$ cat config.mk
export PLATFORM = sky130hd
export DESIGN_NAME = apu_register_controller
export DESIGN_NICKNAME = d
export VERILOG_FILES = /design/src/rtl/apu_pkg.sv /design/src/rtl/frame_reset_timer.sv /design/src/rtl/apu_register_controller.sv
export SDC_FILE = /design/constraint.sdc
export NUM_CORES = 1
export LEC_CHECK = 0
export ABC_CLOCK_PERIOD_IN_PS = 1650
export CORE_MARGIN = 2
export CORE_UTILIZATION = 42
export DETAILED_ROUTE_END_ITERATION = 10
export PLACE_DENSITY = 0.79
export SETUP_SLACK_MARGIN = 0.3
export SLEW_MARGIN = 0
export SYNTH_ARGS = -nofsm -noshare
export SYNTH_HDL_FRONTEND = slang
export SYNTH_SLANG_ARGS = --single-unit
$ cat constraint.sdc
create_clock -name clk -period 1.65 [get_ports clk]
set_input_delay 0.33 -clock clk [delete_from_list [all_inputs] [get_ports clk]]
set_output_delay 0.33 -clock clk [all_outputs]
set_load 0.1 [all_outputs]
$ cat src/rtl/apu_pkg.sv
// Shared definitions for the APU CPU-side register front end: register offsets,
// channel indices and the access FSM state encoding.
package apu_pkg;

    localparam logic [4:0] ADDR_SQ1_0   = 5'h00;
    localparam logic [4:0] ADDR_SQ1_1   = 5'h01;
    localparam logic [4:0] ADDR_SQ1_2   = 5'h02;
    localparam logic [4:0] ADDR_SQ1_3   = 5'h03;
    localparam logic [4:0] ADDR_SQ2_0   = 5'h04;
    localparam logic [4:0] ADDR_SQ2_1   = 5'h05;
    localparam logic [4:0] ADDR_SQ2_2   = 5'h06;
    localparam logic [4:0] ADDR_SQ2_3   = 5'h07;
    localparam logic [4:0] ADDR_TRI_LIN = 5'h08;
    localparam logic [4:0] ADDR_TRI_LO  = 5'h0A;
    localparam logic [4:0] ADDR_TRI_HI  = 5'h0B;
    localparam logic [4:0] ADDR_NOI_CTL = 5'h0C;
    localparam logic [4:0] ADDR_NOI_PER = 5'h0E;
    localparam logic [4:0] ADDR_NOI_LEN = 5'h0F;
    localparam logic [4:0] ADDR_STATUS  = 5'h15;
    localparam logic [4:0] ADDR_FRAME   = 5'h17;

    localparam int unsigned CH_SQ1   = 0;
    localparam int unsigned CH_SQ2   = 1;
    localparam int unsigned CH_TRI   = 2;
    localparam int unsigned CH_NOISE = 3;

    typedef enum logic {
        ST_IDLE = 1'b0,
        ST_ACK  = 1'b1
    } apu_state_t;

    function automatic logic [7:0] status_byte(input logic irq_flag, input logic [3:0] nz);
        return {1'b0, irq_flag, 2'b00, nz};
    endfunction

endpackage

$ cat src/rtl/frame_reset_timer.sv
// Delays a $4017 write into a one-cycle frame-sequencer reset pulse; the delay
// grows by one when the free-running parity flop is odd at load time.
module frame_reset_timer #(
    parameter int unsigned RESET_DELAY = 3
) (
    input  logic clk,
    input  logic reset,
    input  logic load,
    output logic seq_reset
);

    localparam int unsigned CW = $clog2(RESET_DELAY + 2);

    logic          r_parity;
    logic [CW-1:0] r_cnt;
    logic          r_seq_reset;

    // A load always wins over a running countdown, so a superseded write never pulses.
    always_ff @(posedge clk or negedge reset) begin
        if (!reset) begin
            r_parity    <= 1'b0;
            r_cnt       <= '0;
            r_seq_reset <= 1'b0;
        end else begin
            r_parity <= ~r_parity;
            if (load) begin
                r_cnt       <= CW'(RESET_DELAY) + CW'(r_parity);
                r_seq_reset <= 1'b0;
            end else if (r_cnt != '0) begin
                r_cnt       <= r_cnt - CW'(1);
                r_seq_reset <= (r_cnt == CW'(1));
            end else begin
                r_seq_reset <= 1'b0;
            end
        end
    end

    assign seq_reset = r_seq_reset;

endmodule

$ cat src/rtl/apu_register_controller.sv
// CPU register front end of the APU ($4000-$4017): channel register banks, length
// strobes, $4015 status and $4017 frame control. Frame IRQ logic under APU_FRAME_IRQ_EN.
module apu_register_controller
    import apu_pkg::*;
#(
    parameter int unsigned RESET_DELAY = 3
) (
    input  logic        clk,
    input  logic        reset,
    input  logic        cpu_req,
    input  logic        cpu_we,
    input  logic [4:0]  cpu_addr,
    input  logic [7:0]  cpu_wdata,
    output logic        cpu_ack,
    output logic [7:0]  cpu_rdata,
    output logic [31:0] sq1_reg,
    output logic [31:0] sq2_reg,
    output logic [7:0]  tri_reg1,
    output logic [7:0]  tri_reg2,
    output logic [7:0]  tri_reg3,
    output logic [23:0] noise_reg,
    output logic [3:0]  ch_enable,
    output logic [3:0]  len_load,
    output logic [3:0]  len_clear,
    input  logic [3:0]  len_nonzero,
    input  logic        frame_irq_set,
    output logic        frame_mode,
    output logic        seq_reset,
    output logic        irq
);

    apu_state_t r_state, w_next_state;
    logic       w_access, w_wr, w_frame_wr, w_status_rd, w_irq_flag;

    logic        r_ack;
    logic [7:0]  r_rdata;
    logic [31:0] r_sq1, r_sq2;
    logic [7:0]  r_tri1, r_tri2, r_tri3;
    logic [23:0] r_noise;
    logic [3:0]  r_ch_enable, r_len_load, r_len_clear;
    logic        r_frame_mode, r_inhibit;

    always_ff @(posedge clk or negedge reset) begin
        if (!reset) r_state <= ST_IDLE;
        else        r_state <= w_next_state;
    end

    always_comb begin
        w_next_state = r_state;
        w_access     = 1'b0;
        case (r_state)
            ST_IDLE: if (cpu_req) begin
                w_access     = 1'b1;
                w_next_state = ST_ACK;
            end
            ST_ACK:  w_next_state = ST_IDLE;
            default: w_next_state = ST_IDLE;
        endcase
    end

    assign w_wr        = w_access & cpu_we;
    assign w_frame_wr  = w_wr & (cpu_addr == ADDR_FRAME);
    assign w_status_rd = w_access & ~cpu_we & (cpu_addr == ADDR_STATUS);

    // Everything an access does lands on the IDLE->ACK edge, so it is visible during ACK.
    always_ff @(posedge clk or negedge reset) begin
        if (!reset) begin
            r_ack        <= 1'b0;
            r_rdata      <= '0;
            r_sq1        <= '0;
            r_sq2        <= '0;
            r_tri1       <= '0;
            r_tri2       <= '0;
            r_tri3       <= '0;
            r_noise      <= '0;
            r_ch_enable  <= '0;
            r_len_load   <= '0;
            r_len_clear  <= '0;
            r_frame_mode <= 1'b0;
            r_inhibit    <= 1'b0;
        end else begin
            r_ack       <= w_access;
            r_rdata     <= '0;
            r_len_load  <= '0;
            r_len_clear <= '0;
            if (w_status_rd) r_rdata <= status_byte(w_irq_flag, len_nonzero);
            if (w_wr) begin
                case (cpu_addr)
                    ADDR_SQ1_0:   r_sq1[7:0]   <= cpu_wdata;
                    ADDR_SQ1_1:   r_sq1[15:8]  <= cpu_wdata;
                    ADDR_SQ1_2:   r_sq1[23:16] <= cpu_wdata;
                    ADDR_SQ1_3: begin
                        r_sq1[31:24]        <= cpu_wdata;
                        r_len_load[CH_SQ1]  <= r_ch_enable[CH_SQ1];
                    end
                    ADDR_SQ2_0:   r_sq2[7:0]   <= cpu_wdata;
                    ADDR_SQ2_1:   r_sq2[15:8]  <= cpu_wdata;
                    ADDR_SQ2_2:   r_sq2[23:16] <= cpu_wdata;
                    ADDR_SQ2_3: begin
                        r_sq2[31:24]        <= cpu_wdata;
                        r_len_load[CH_SQ2]  <= r_ch_enable[CH_SQ2];
                    end
                    ADDR_TRI_LIN: r_tri1 <= cpu_wdata;
                    ADDR_TRI_LO:  r_tri2 <= cpu_wdata;
                    ADDR_TRI_HI: begin
                        r_tri3              <= cpu_wdata;
                        r_len_load[CH_TRI]  <= r_ch_enable[CH_TRI];
                    end
                    ADDR_NOI_CTL: r_noise[7:0]  <= cpu_wdata;
                    ADDR_NOI_PER: r_noise[15:8] <= cpu_wdata;
                    ADDR_NOI_LEN: begin
                        r_noise[23:16]       <= cpu_wdata;
                        r_len_load[CH_NOISE] <= r_ch_enable[CH_NOISE];
                    end
                    ADDR_STATUS: begin
                        r_ch_enable <= cpu_wdata[3:0];
                        r_len_clear <= r_ch_enable & ~cpu_wdata[3:0];
                    end
                    ADDR_FRAME: begin
                        r_frame_mode <= cpu_wdata[7];
                        r_inhibit    <= cpu_wdata[6];
                    end
                    default: ;
                endcase
            end
        end
    end

`ifdef APU_FRAME_IRQ_EN
    logic r_frame_irq;
    logic w_inhibit_next;

    // Set beats a status-read clear, but a write that raises inhibit clears it outright.
    assign w_inhibit_next = w_frame_wr ? cpu_wdata[6] : r_inhibit;

    always_ff @(posedge clk or negedge reset) begin
        if (!reset) r_frame_irq <= 1'b0;
        else        r_frame_irq <= (frame_irq_set & ~w_inhibit_next)
                                 | (r_frame_irq & ~w_status_rd & ~(w_frame_wr & cpu_wdata[6]));
    end

    assign w_irq_flag = r_frame_irq;
`else
    // Without the flag, inhibit and frame_irq_set are accepted but have no effect.
    assign w_irq_flag = &{1'b0, r_inhibit, frame_irq_set};
`endif

    frame_reset_timer #(
        .RESET_DELAY(RESET_DELAY)
    ) u_frame_reset_timer (
        .clk       (clk),
        .reset     (reset),
        .load      (w_frame_wr),
        .seq_reset (seq_reset)
    );

    assign cpu_ack    = r_ack;
    assign cpu_rdata  = r_rdata;
    assign sq1_reg    = r_sq1;
    assign sq2_reg    = r_sq2;
    assign tri_reg1   = r_tri1;
    assign tri_reg2   = r_tri2;
    assign tri_reg3   = r_tri3;
    assign noise_reg  = r_noise;
    assign ch_enable  = r_ch_enable;
    assign len_load   = r_len_load;
    assign len_clear  = r_len_clear;
    assign frame_mode = r_frame_mode;
    assign irq        = w_irq_flag;

endmodule

# == Word level (Yosys, flattened, before mapping) ==
# Cells that the tools add are included.
# Widths: inputs -> output; s select.
# totals
regBits,136
latchBits,0
ram_bits,0
rom_bits,0
inputBits,22
output_inout_bits,136
elab_cells,85
memories,0
# op_classes
add_sub_neg,2
mul,0
n_div,0
order_cmp,0
eq_ne,16
shifts,0
mux,15
bitwise,9
reduce_logical,19
# ops
cell,count
$reduce_and 2->1,16
$eq 5x4->1 const B,6
$eq 5x3->1 const B,4
$mux 4,4
$eq 5x2->1 const B,2
$eq 5x5->1 const B,2
$mux 1,8
$mux 3,2
$eq 5x1->1 const B,1
$logic_not 5->1,1
$and 1x1->1,4
$and 4x4->4,1
$not 4->4,1
$add 2x1->3 const A,1
$eq 3x1->1 const B,1
$not 1->1,3
$reduce_bool 3->1,1
$sub 3x1->3 const B,1
$pmux 1 s2,1
$reduce_bool 2->1,1

# == Depth between registers and ports, before layout ==
# Gate-level depths: netlist of run 1.
# depth
depth_word,5
mapped_depth,5
mapped_depth_nobuf,5

# == Cells and area by module ==
# Synthesis of run 1 repeated with hierarchy kept, for this count alone.
# hier_totals
hier_cells,333
hier_area_um2,5333.9
# modules_own_cells
module,n_inst,cells_each,area_each_um2,seq_area_each_um2
apu_register_controller,1,309,5066.1,3253.1
frame_reset_timer,1,24,267.8,125.1

# == Worst setup path before layout of run 1 ==
# OpenSTA, ideal clock, no wires.
# synth_path
kind,register to register
from,register cpu_ack (netlist name)
to,register r_noise[10] (netlist: noise_reg[10])
setup_time_ns,0.125
arrival_ns,2.125
required_time_ns,1.525
setup_slack_ns,-0.600
path_stages_with_launch,5
path_buffers,1
period_less_slack_ns,2.250
cell_sequence,dfrtp_1 nand4bb_1 buf_6 nor4b_4 mux2_2
# synth_lines
item,line,source
end signal: assignment,apu_register_controller.sv:110,ADDR_NOI_PER: r_noise[15:8] <= cpu_wdata;
end: declaration,apu_register_controller.sv:39,logic [23:0] r_noise;

==> impl_metrics.ini, run 1 <==
[run_status]
status = complete, but fails checks
violations = negative setup slack

[final_layout]
drive_gt1_frac = 0.691
mostFrequentLayoutCell = buf_12
fillers = 602
final_area_um2 = 10200
final_nets = 611
layout_common_cells = buf_12, dfrtp_1, buf_4, mux2_4, mux2_2
areaGrowthSynthToFinish_pct = 93.2

[setup_path]
worst_ep_arrival_time_ns = 2.20
cp-start-kind = flop
required_ns = 1.96
worstPathMaxFanout = 8
ff2ff_path_depth = 5
startpoint = cpu_ack
r2r_start = cpu_ack
reg2reg_slack_ns = -0.24
critical_path_class = reg -> reg
setup.worst_path.end_class = flop

[detailed_routing]
viasPerCell = 5.05
route.antenna.remaining_nets = 0
drtIter0Drc = 181
num_vias = 3901
drt-total-wl_um = 18200
drc = 0
wl_per_cell_um = 23.6
firstDrtPassIters = 4

[sta]
worst_slack_ns = -0.244
drv_slew = 0
finalHoldViolCount = 0
finalCriticalPeriod_ns = 1.89
max_freq_mhz = 528
setup_viol = 118
fin_skew_ns = 0.00612
rsz0062_at_grt = true
fin_crit_sh = 1.15

[die]
rows = 41
die_w_um = 116
start_util = 0.425
io_pins = 158
coreArea_um2 = 12500
die_h_um = 116
dieArea_um2 = 13500

[global_route]
grt_pass1_vias = 4060
grtUsageTotal = 0.245
antenna_found_initial = 0
gr-total-overflow = 0
met1_usage = 0.290
busiest_layer = met2
grtUsageMet2 = 0.427
grt_pass1_wl_um = 24100
grt_max_degree = 41
met3_usage = 0.0732

[clocking]
cts.sinks = 135
cts_tree = done
path_clk_slew_ns = 0.06
insertion_delay_ns = 0.42
htree_num_levels = 4
cts_made_buffers = 17
clockBufferDepth = 2
root_buffer = clkbuf_16

[placement]
io_buffers = 151
dpl.hpwl_um = 10700
dpl_cell_area_um2 = 8820
gp_congestion = 0.750

[power]
swShare = 0.379
clkPwrFrac = 0.315
cellPowerDensity_nw_per_um2 = 1290
p_seq_frac = 0.309
leakagePower_nw = 4.86
total_power_w = 0.0132
combPwrFrac = 0.377
peakVddDrop_mv = 0.870
p_int_w = 0.00823
p_sw_w = 0.00502

[synth]
yosysWarnings = 0
ys_top_cells_by_area = dfrtp_1, mux2_2, nor4b_4
ys_types = 35
syn_area_um2 = 5300
synth_top_area_share = 0.637
synth-seq-area-share = 0.637
yosys_register_bits = 135
syn_avg_cell_area_um2 = 15.9
syn_inst = 334
synth_area_leader_cell = dfrtp_1

[worst_hold_path]
hp-class = in -> async

[flow_run]
maxCapViolCount = 0
-- layout make-up --
| cell class | instances | area, µm² | share of cell area |
|---|---|---|---|
| diodes | 1 | 2.50 | 0.000244 |
| clock buffers | 18 | 429 | 0.0419 |
| clock inverters | 14 | 206 | 0.0202 |
| inverters | 7 | 26.3 | 0.00257 |
| multi-input cells | 176 | 2230 | 0.218 |
| flip-flops and latches | 135 | 3390 | 0.331 |
| well taps | 172 | 215 | 0.0210 |
| repair buffers | 249 | 3740 | 0.365 |
-- worst paths after layout --
| path | endpoint |
|---|---|
| max | sq1_reg[31] |
| min | cpu_rdata[1] |
| max reg2reg | sq1_reg[31] |
| min reg2reg | u_frame_reset_timer.r_cnt[0] |
| max in group asynchronous | noise_reg[13] |
| min in group clk | u_frame_reset_timer.r_cnt[0] |
-- power groups by stage --
stage / registers (W) / logic, W / clock network, W
final: 0.00409 / 0.00499 / 0.00417
after global placement: 0.00409 / 0.00456 / 0
after global routing: 0.00412 / 0.00512 / 0.00435
after CTS: 0.00406 / 0.00474 / 0.00413
after floorplan: 0.00622 / 0.000585 / 0
after detailed placement: 0.00412 / 0.00465 / 0
-- cell usage after synthesis (all sizes together) --
library cell  count
dfrtp           135
mux2            118
buf              10
clkbuf           10
inv               7
nand2             6
and2              5
nor3              5
nor4              4
nor4b             4
ha                3
mux2i             3
nand4b            3
nor2              3
nand2b            2
nor4bb            2
o21ai             2
or4               2
and3              1
and4b             1
and4bb            1
conb              1
nand4             1
nand4bb           1
nor2b             1
nor3b             1
or4b              1
xnor2             1
-- cell families after synthesis --
kind of cell             Yosys count  share of synthesized area
flip-flops                       135                      0.637
multiplexers                     121                      0.256
AND/OR/NAND/NOR                   44                     0.0696
buffers and inverters             27                     0.0255
adder cells (fa/ha/maj)            3                    0.00708
AO/OA/AOI/OAI                      2                    0.00189
other                              1                   0.000707
XOR/XNOR                           1                    0.00165
-- worst max-delay path: stages (launching register included) --
cell and delay, ns:
dfrtp_4 0.49, nand4bb_4 0.25, buf_12 0.20, nor4_4 0.33, buf_12 0.19, mux2_4 0.31
-- metrics by stage --
stage	hold slack, ns	instances	TNS [ns]	utilization	setup WS, ns
6_report	0.415	772	-17.25	0.822	-0.244
2_1_floorplan	0.0344	338	-24.33	-	-0.345
4_1_cts	0.406	742	-12.90	0.777	-0.190
5_1_grt	0.447	771	-22.36	0.821	-0.288
3_5_place_dp	0.275	692	-62.07	0.708	-0.558
3_3_place_gp	0.269	692	-57.88	0.708	-0.588
-- metal layers --
layer  routed length (µm)  vias up
met5                    0        -
met4                  476        0
met3                  941       38
met2                 9640      138
met1                 7140     2050
li1                     -     1675
-- what timing repair did --
item | 4_1_cts | 5_1_grt
setup buffers | 17 | 29
endpoints found under the setup margin | 219 | 247
hold buffers | 1 | 0
endpoints found under the hold margin | 37 | 0
gates resized for setup | 23 | 84
pin swaps | 2 | 12
Power figures use the tool's default switching activity.
==> run 2, diff against run 1 <==
--- a/config.mk
+++ b/config.mk
@@ -6,12 +6,13 @@
 export NUM_CORES = 1
 export LEC_CHECK = 0
 export ABC_CLOCK_PERIOD_IN_PS = 1650
-export CORE_MARGIN = 2
+export CORE_MARGIN = 4
 export CORE_UTILIZATION = 42
 export DETAILED_ROUTE_END_ITERATION = 10
+export HOLD_SLACK_MARGIN = 0.08
 export PLACE_DENSITY = 0.79
 export SETUP_SLACK_MARGIN = 0.3
-export SLEW_MARGIN = 0
+export SLEW_MARGIN = 20
 export SYNTH_ARGS = -nofsm -noshare
 export SYNTH_HDL_FRONTEND = slang
 export SYNTH_SLANG_ARGS = --single-unit
==> run 2 against run 1 <==
Against the previous run: the flow still finishes with violations (negative setup slack); global-route usage grew 0.92 points; clock power grew 3%; combinational power grew 2%; design area grew 0.68%; first-iteration DRC count grew 29%; worst hold slack lost 0.020 ns; sequential share of layout area shrank 0.24 points; sequential cell count is the same; critical path type unchanged; largest power group unchanged.
==> impl_metrics.ini, run 2 (synthesized netlist as in run 1, its figures left out) <==
[power]
peakVddDrop_mv = 1.09
leakagePower_nw = 4.91
total_power_w = 0.0135
cellPowerDensity_nw_per_um2 = 1310

[final_layout]
final_nets = 630
fillers = 528
drive_gt1_frac = 0.694
mostFrequentLayoutCell = buf_12
layout.area.seq_um2 = 3390
fin_util = 0.848
multiInputGateArea_um2 = 2190
layout_common_cells = buf_12, dfrtp_1, buf_4, mux2_2, mux2_4
antennaDiodeCount = 0
areaGrowthSynthToFinish_pct = 94.5

[setup_path]
slowest_stage = dfrtp_4
worstPathMaxFanout = 8
crit_end = noise_reg[10]
critPathMaxStageDelay_ns = 0.48
r2r_start = cpu_ack
worstSetupPathDepth = 5
setup.worst_path.end_class = flop
startpoint = cpu_ack
regToRegEndpoint = noise_reg[10]
required_ns = 1.96
cp-start-kind = flop
critical_path_class = reg -> reg
crit_buf_inv = 2
ff2ff_path_depth = 5
crit_chain = nand4bb_4, buf_8, nor4b_4, buf_6, mux2_2
worst_ep_arrival_time_ns = 2.20
reg2reg_slack_ns = -0.24
critPathTopFamily = simple AND/OR/NAND/NOR gates

[global_route]
grt_pass1_vias = 4486
grt_pass1_wl_um = 26900
grtUsageTotal = 0.254
gr-total-overflow = 0
antenna_found_initial = 0
grt_max_degree = 44

[flow_run]
maxCapViolCount = 0

[placement]
io_buffers = 151
gp_congestion = 0.769
dpl.hpwl_um = 11100

[sta]
setup_viol = 113
fin_skew_ns = 0.00546
finalHoldViolCount = 0
max_freq_mhz = 529
fin_crit_sh = 1.15
drv_slew = 0
worst_slack_ns = -0.241
rsz0062_at_grt = true
finalCriticalPeriod_ns = 1.89
hold_slack_ns = 0.395

[detailed_routing]
wl_met3_um = 1290
num_vias = 4049
drt-total-wl_um = 18700
firstDrtPassIters = 4
top_layer = met4
wl_met2_um = 10200
route.antenna.remaining_nets = 0
met1Wirelength_um = 6570
wl_per_cell_um = 23.8
drtIter0Drc = 233
drc = 0
viasPerCell = 5.15

[run_status]
violations = negative setup slack
status = complete, but fails checks

[clocking]
cts.sinks = 135
cts_made_buffers = 17
root_buffer = clkbuf_16
htree_num_levels = 4
clockBufferDepth = 2
insertion_delay_ns = 0.43
cts_tree = done
path_clk_slew_ns = 0.06

[die]
die_w_um = 120
dieArea_um2 = 14500
start_util = 0.436
io_pins = 158
rows = 40
coreArea_um2 = 12200
die_h_um = 120

[worst_hold_path]
hp-class = in -> async
==> run 2: cell count changes in the layout (fill, tap and decap cells not counted), sizes merged <==
cell,previous run,this run
buf,229,248
clkbuf,18,21
clkinv,6,2
clkinvlp,3,4
diode,1,0
==> run 2: metrics by stage <==
stage,worst slack [ns],area (µm²),setup TNS (ns),cells
floorplan,-0.345,5430,-24.33,338
global placement,-0.519,8760,-56.77,686
detailed placement,-0.571,8760,-58.34,686
CTS,-0.187,10000,-14.18,760
global route,-0.267,10300,-20.36,786
finish,-0.241,10300,-16.32,786
==> run 2: timing repair <==
action	in CTS	in global routing
pin swaps	7	1
resized for setup	73	14
hold endpoints to repair	35	0
endpoints found under the setup margin	230	249
buffers inserted	41	26
hold buffers	1	0
==> run 2: cell type report <==
cell class,instances,share of cell area
multi-input cells,176,0.212
well taps,168,0.0204
clock buffers,21,0.0466
clock inverters,11,0.0188
inverters,7,0.00255
repair buffers,268,0.371
flip-flops and latches,135,0.328
==> run 2: worst min-delay path by stage <==
| stage | startpoint | endpoint | cells after the start |
|---|---|---|---|
| final | reset | cpu_rdata[0] | 2 |
| after global routing | reset | cpu_rdata[0] | 2 |
| after CTS | reset | cpu_rdata[0] | 2 |
| after detailed placement | reset | u_frame_reset_timer.seq_reset | 1 |
| after global placement | reset | u_frame_reset_timer.seq_reset | 1 |
| after floorplan | reset | ch_enable[0] | 0 |
==> run 2: layer usage <==
metal / global-route usage / vias up
li1: - / 1722
met1: 0.270 / 2105
met2: 0.456 / 172
met3: 0.0875 / 50
met4: 0.110 / 0
met5: 0 / -
==> run 2: power by group <==
group | total (W) | switching (W) | internal (W)
combinational | 0.00509 | 0.00315 | 0.00193
sequential | 0.00407 | 0.000401 | 0.00367
clock | 0.00431 | 0.00146 | 0.00284
==> run 3, diff against run 2 <==
--- a/config.mk
+++ b/config.mk
@@ -9,9 +9,10 @@
 export CORE_MARGIN = 4
 export CORE_UTILIZATION = 42
 export DETAILED_ROUTE_END_ITERATION = 10
+export GPL_ROUTABILITY_DRIVEN = 0
 export HOLD_SLACK_MARGIN = 0.08
 export PLACE_DENSITY = 0.79
-export SETUP_SLACK_MARGIN = 0.3
+export SETUP_SLACK_MARGIN = 0.5
 export SLEW_MARGIN = 20
 export SYNTH_ARGS = -nofsm -noshare
 export SYNTH_HDL_FRONTEND = slang
==> run 3 against run 2 <==
Against the previous run: first-iteration DRC count down 3.4%; global-route usage down 1.7 points; the flow still finishes with violations (negative setup slack); largest cell class unchanged; sequential power up 1%.
==> impl_metrics.ini, run 3 (synthesized netlist as in run 1, its figures left out) <==
[run_status]
status = complete, but fails checks
violations = negative setup slack

[clocking]
clockBufferDepth = 2
htree_num_levels = 4
cts_made_buffers = 17
path_clk_slew_ns = 0.06
root_buffer = clkbuf_16
insertion_delay_ns = 0.43
cts.sinks = 135
cts_tree = done

[die]
start_util = 0.436
rows = 40
die_w_um = 120
io_pins = 158
coreArea_um2 = 12200
die_h_um = 120
dieArea_um2 = 14500

[final_layout]
antennaDiodeCount = 0
final_nets = 603
fin_util = 0.831
areaGrowthSynthToFinish_pct = 90.7
drive_gt1_frac = 0.860
mostFrequentLayoutCell = buf_12
layout_common_cells = buf_12, dfrtp_2, mux2_2, buf_4, mux2_4

[sta]
setup_viol = 115
hold_slack_ns = 0.369
fin_skew_ns = 0.00698
drv_slew = 0
finalCriticalPeriod_ns = 1.92
max_freq_mhz = 522
fin_crit_sh = 1.16
tns_ns = -19.21
rsz0062_at_grt = true
finalHoldViolCount = 0
worst_slack_ns = -0.266

[setup_path]
critPathTopFamily = simple AND/OR/NAND/NOR gates
startpoint = cpu_ack
setup.worst_path.end_class = flop
required_ns = 1.96
slowest_stage = dfrtp_4
worstPathMaxFanout = 8
crit_chain = nand4bb_4, buf_8, nor4_4, buf_6, mux2_2
critical_path_class = reg -> reg
r2r_start = cpu_ack
cp-start-kind = flop
worst_ep_arrival_time_ns = 2.22
crit_buf_inv = 2
critPathMaxStageDelay_ns = 0.48

[global_route]
antenna_found_initial = 0
gr-total-overflow = 0
grt_pass1_vias = 4272
grt_max_degree = 47
grt_pass1_wl_um = 25400
grtUsageTotal = 0.236

[detailed_routing]
route.antenna.remaining_nets = 0
wl_per_cell_um = 23.3
viasPerCell = 5.15
drc = 0
firstDrtPassIters = 4
num_vias = 3908
drt-total-wl_um = 17700
drtIter0Drc = 225

[power]
peakVddDrop_mv = 0.817
leakagePower_nw = 4.58
cellPowerDensity_nw_per_um2 = 1280

[flow_run]
maxCapViolCount = 0

[placement]
io_buffers = 151
dpl.hpwl_um = 11000

[worst_hold_path]
hp-class = in -> async
==> run 3: cell types whose count changed in the layout (fill, tap and decap cells not counted), moves of 6 or more <==
cell and change:
dfrtp_1 -108, dfrtp_2 +108, buf_4 -30, mux2_2 +19
mux2_4 -19, clkinv_2 +6
==> run 3: path summary, 6_finish.rpt <==
check                                                to  slack [ns]  depth (start not counted)
max                                         sq1_reg[24]       -0.27                          5
min                                         tri_reg1[2]        0.37                          2
max reg2reg                                 sq1_reg[24]       -0.27                          5
min reg2reg                u_frame_reset_timer.r_cnt[0]        0.49                          1
max in group asynchronous                   sq2_reg[13]        0.69                          3
min in group clk                           cpu_rdata[3]        0.48                          2
==> run 3: what timing repair did <==
action / 4_1_cts / 5_1_grt
cloned: 0 / 1
endpoints found under the setup margin: 264 / 264
hold endpoints to repair: 28 / 0
setup buffers: 18 / 17
pin swaps: 3 / 4
hold buffers: 1 / 0
gates resized for setup: 36 / 36
==> run 3: through the flow <==
step | power (W) | instance area [µm²] | setup WS (ns) | cells
after floorplan | 0.00686 | 5570 | -0.345 | 338
after global placement | 0.00872 | 8910 | -0.508 | 690
after detailed placement | 0.00883 | 8910 | -0.585 | 690
after CTS | 0.0128 | 9790 | -0.186 | 741
after global routing | 0.0133 | 10100 | -0.342 | 759
final | 0.0129 | 10100 | -0.266 | 759
==> run 3: final cells by class <==
type | count | area (µm²)
clock inverters | 10 | 125
inverters | 7 | 26.3
clock buffers | 22 | 474
repair buffers | 241 | 3630
flip-flops and latches | 135 | 3520
fillers | 542 | 2050
well taps | 168 | 210
multi-input cells | 176 | 2120
==> run 3: metal layers <==
metal	GRT usage	part of all wire	vias to the layer above
met5	0	0	-
met4	0.0977	0.030	0
met3	0.0730	0.059	43
met2	0.413	0.53	138
met1	0.270	0.38	2060
li1	-	-	1667
==> run 3: report_power, final <==
| group | internal [W] | switching, W |
|---|---|---|
| sequential | 0.00372 | 0.000399 |
| combinational | 0.00181 | 0.00310 |
| clock | 0.00248 | 0.00142 |
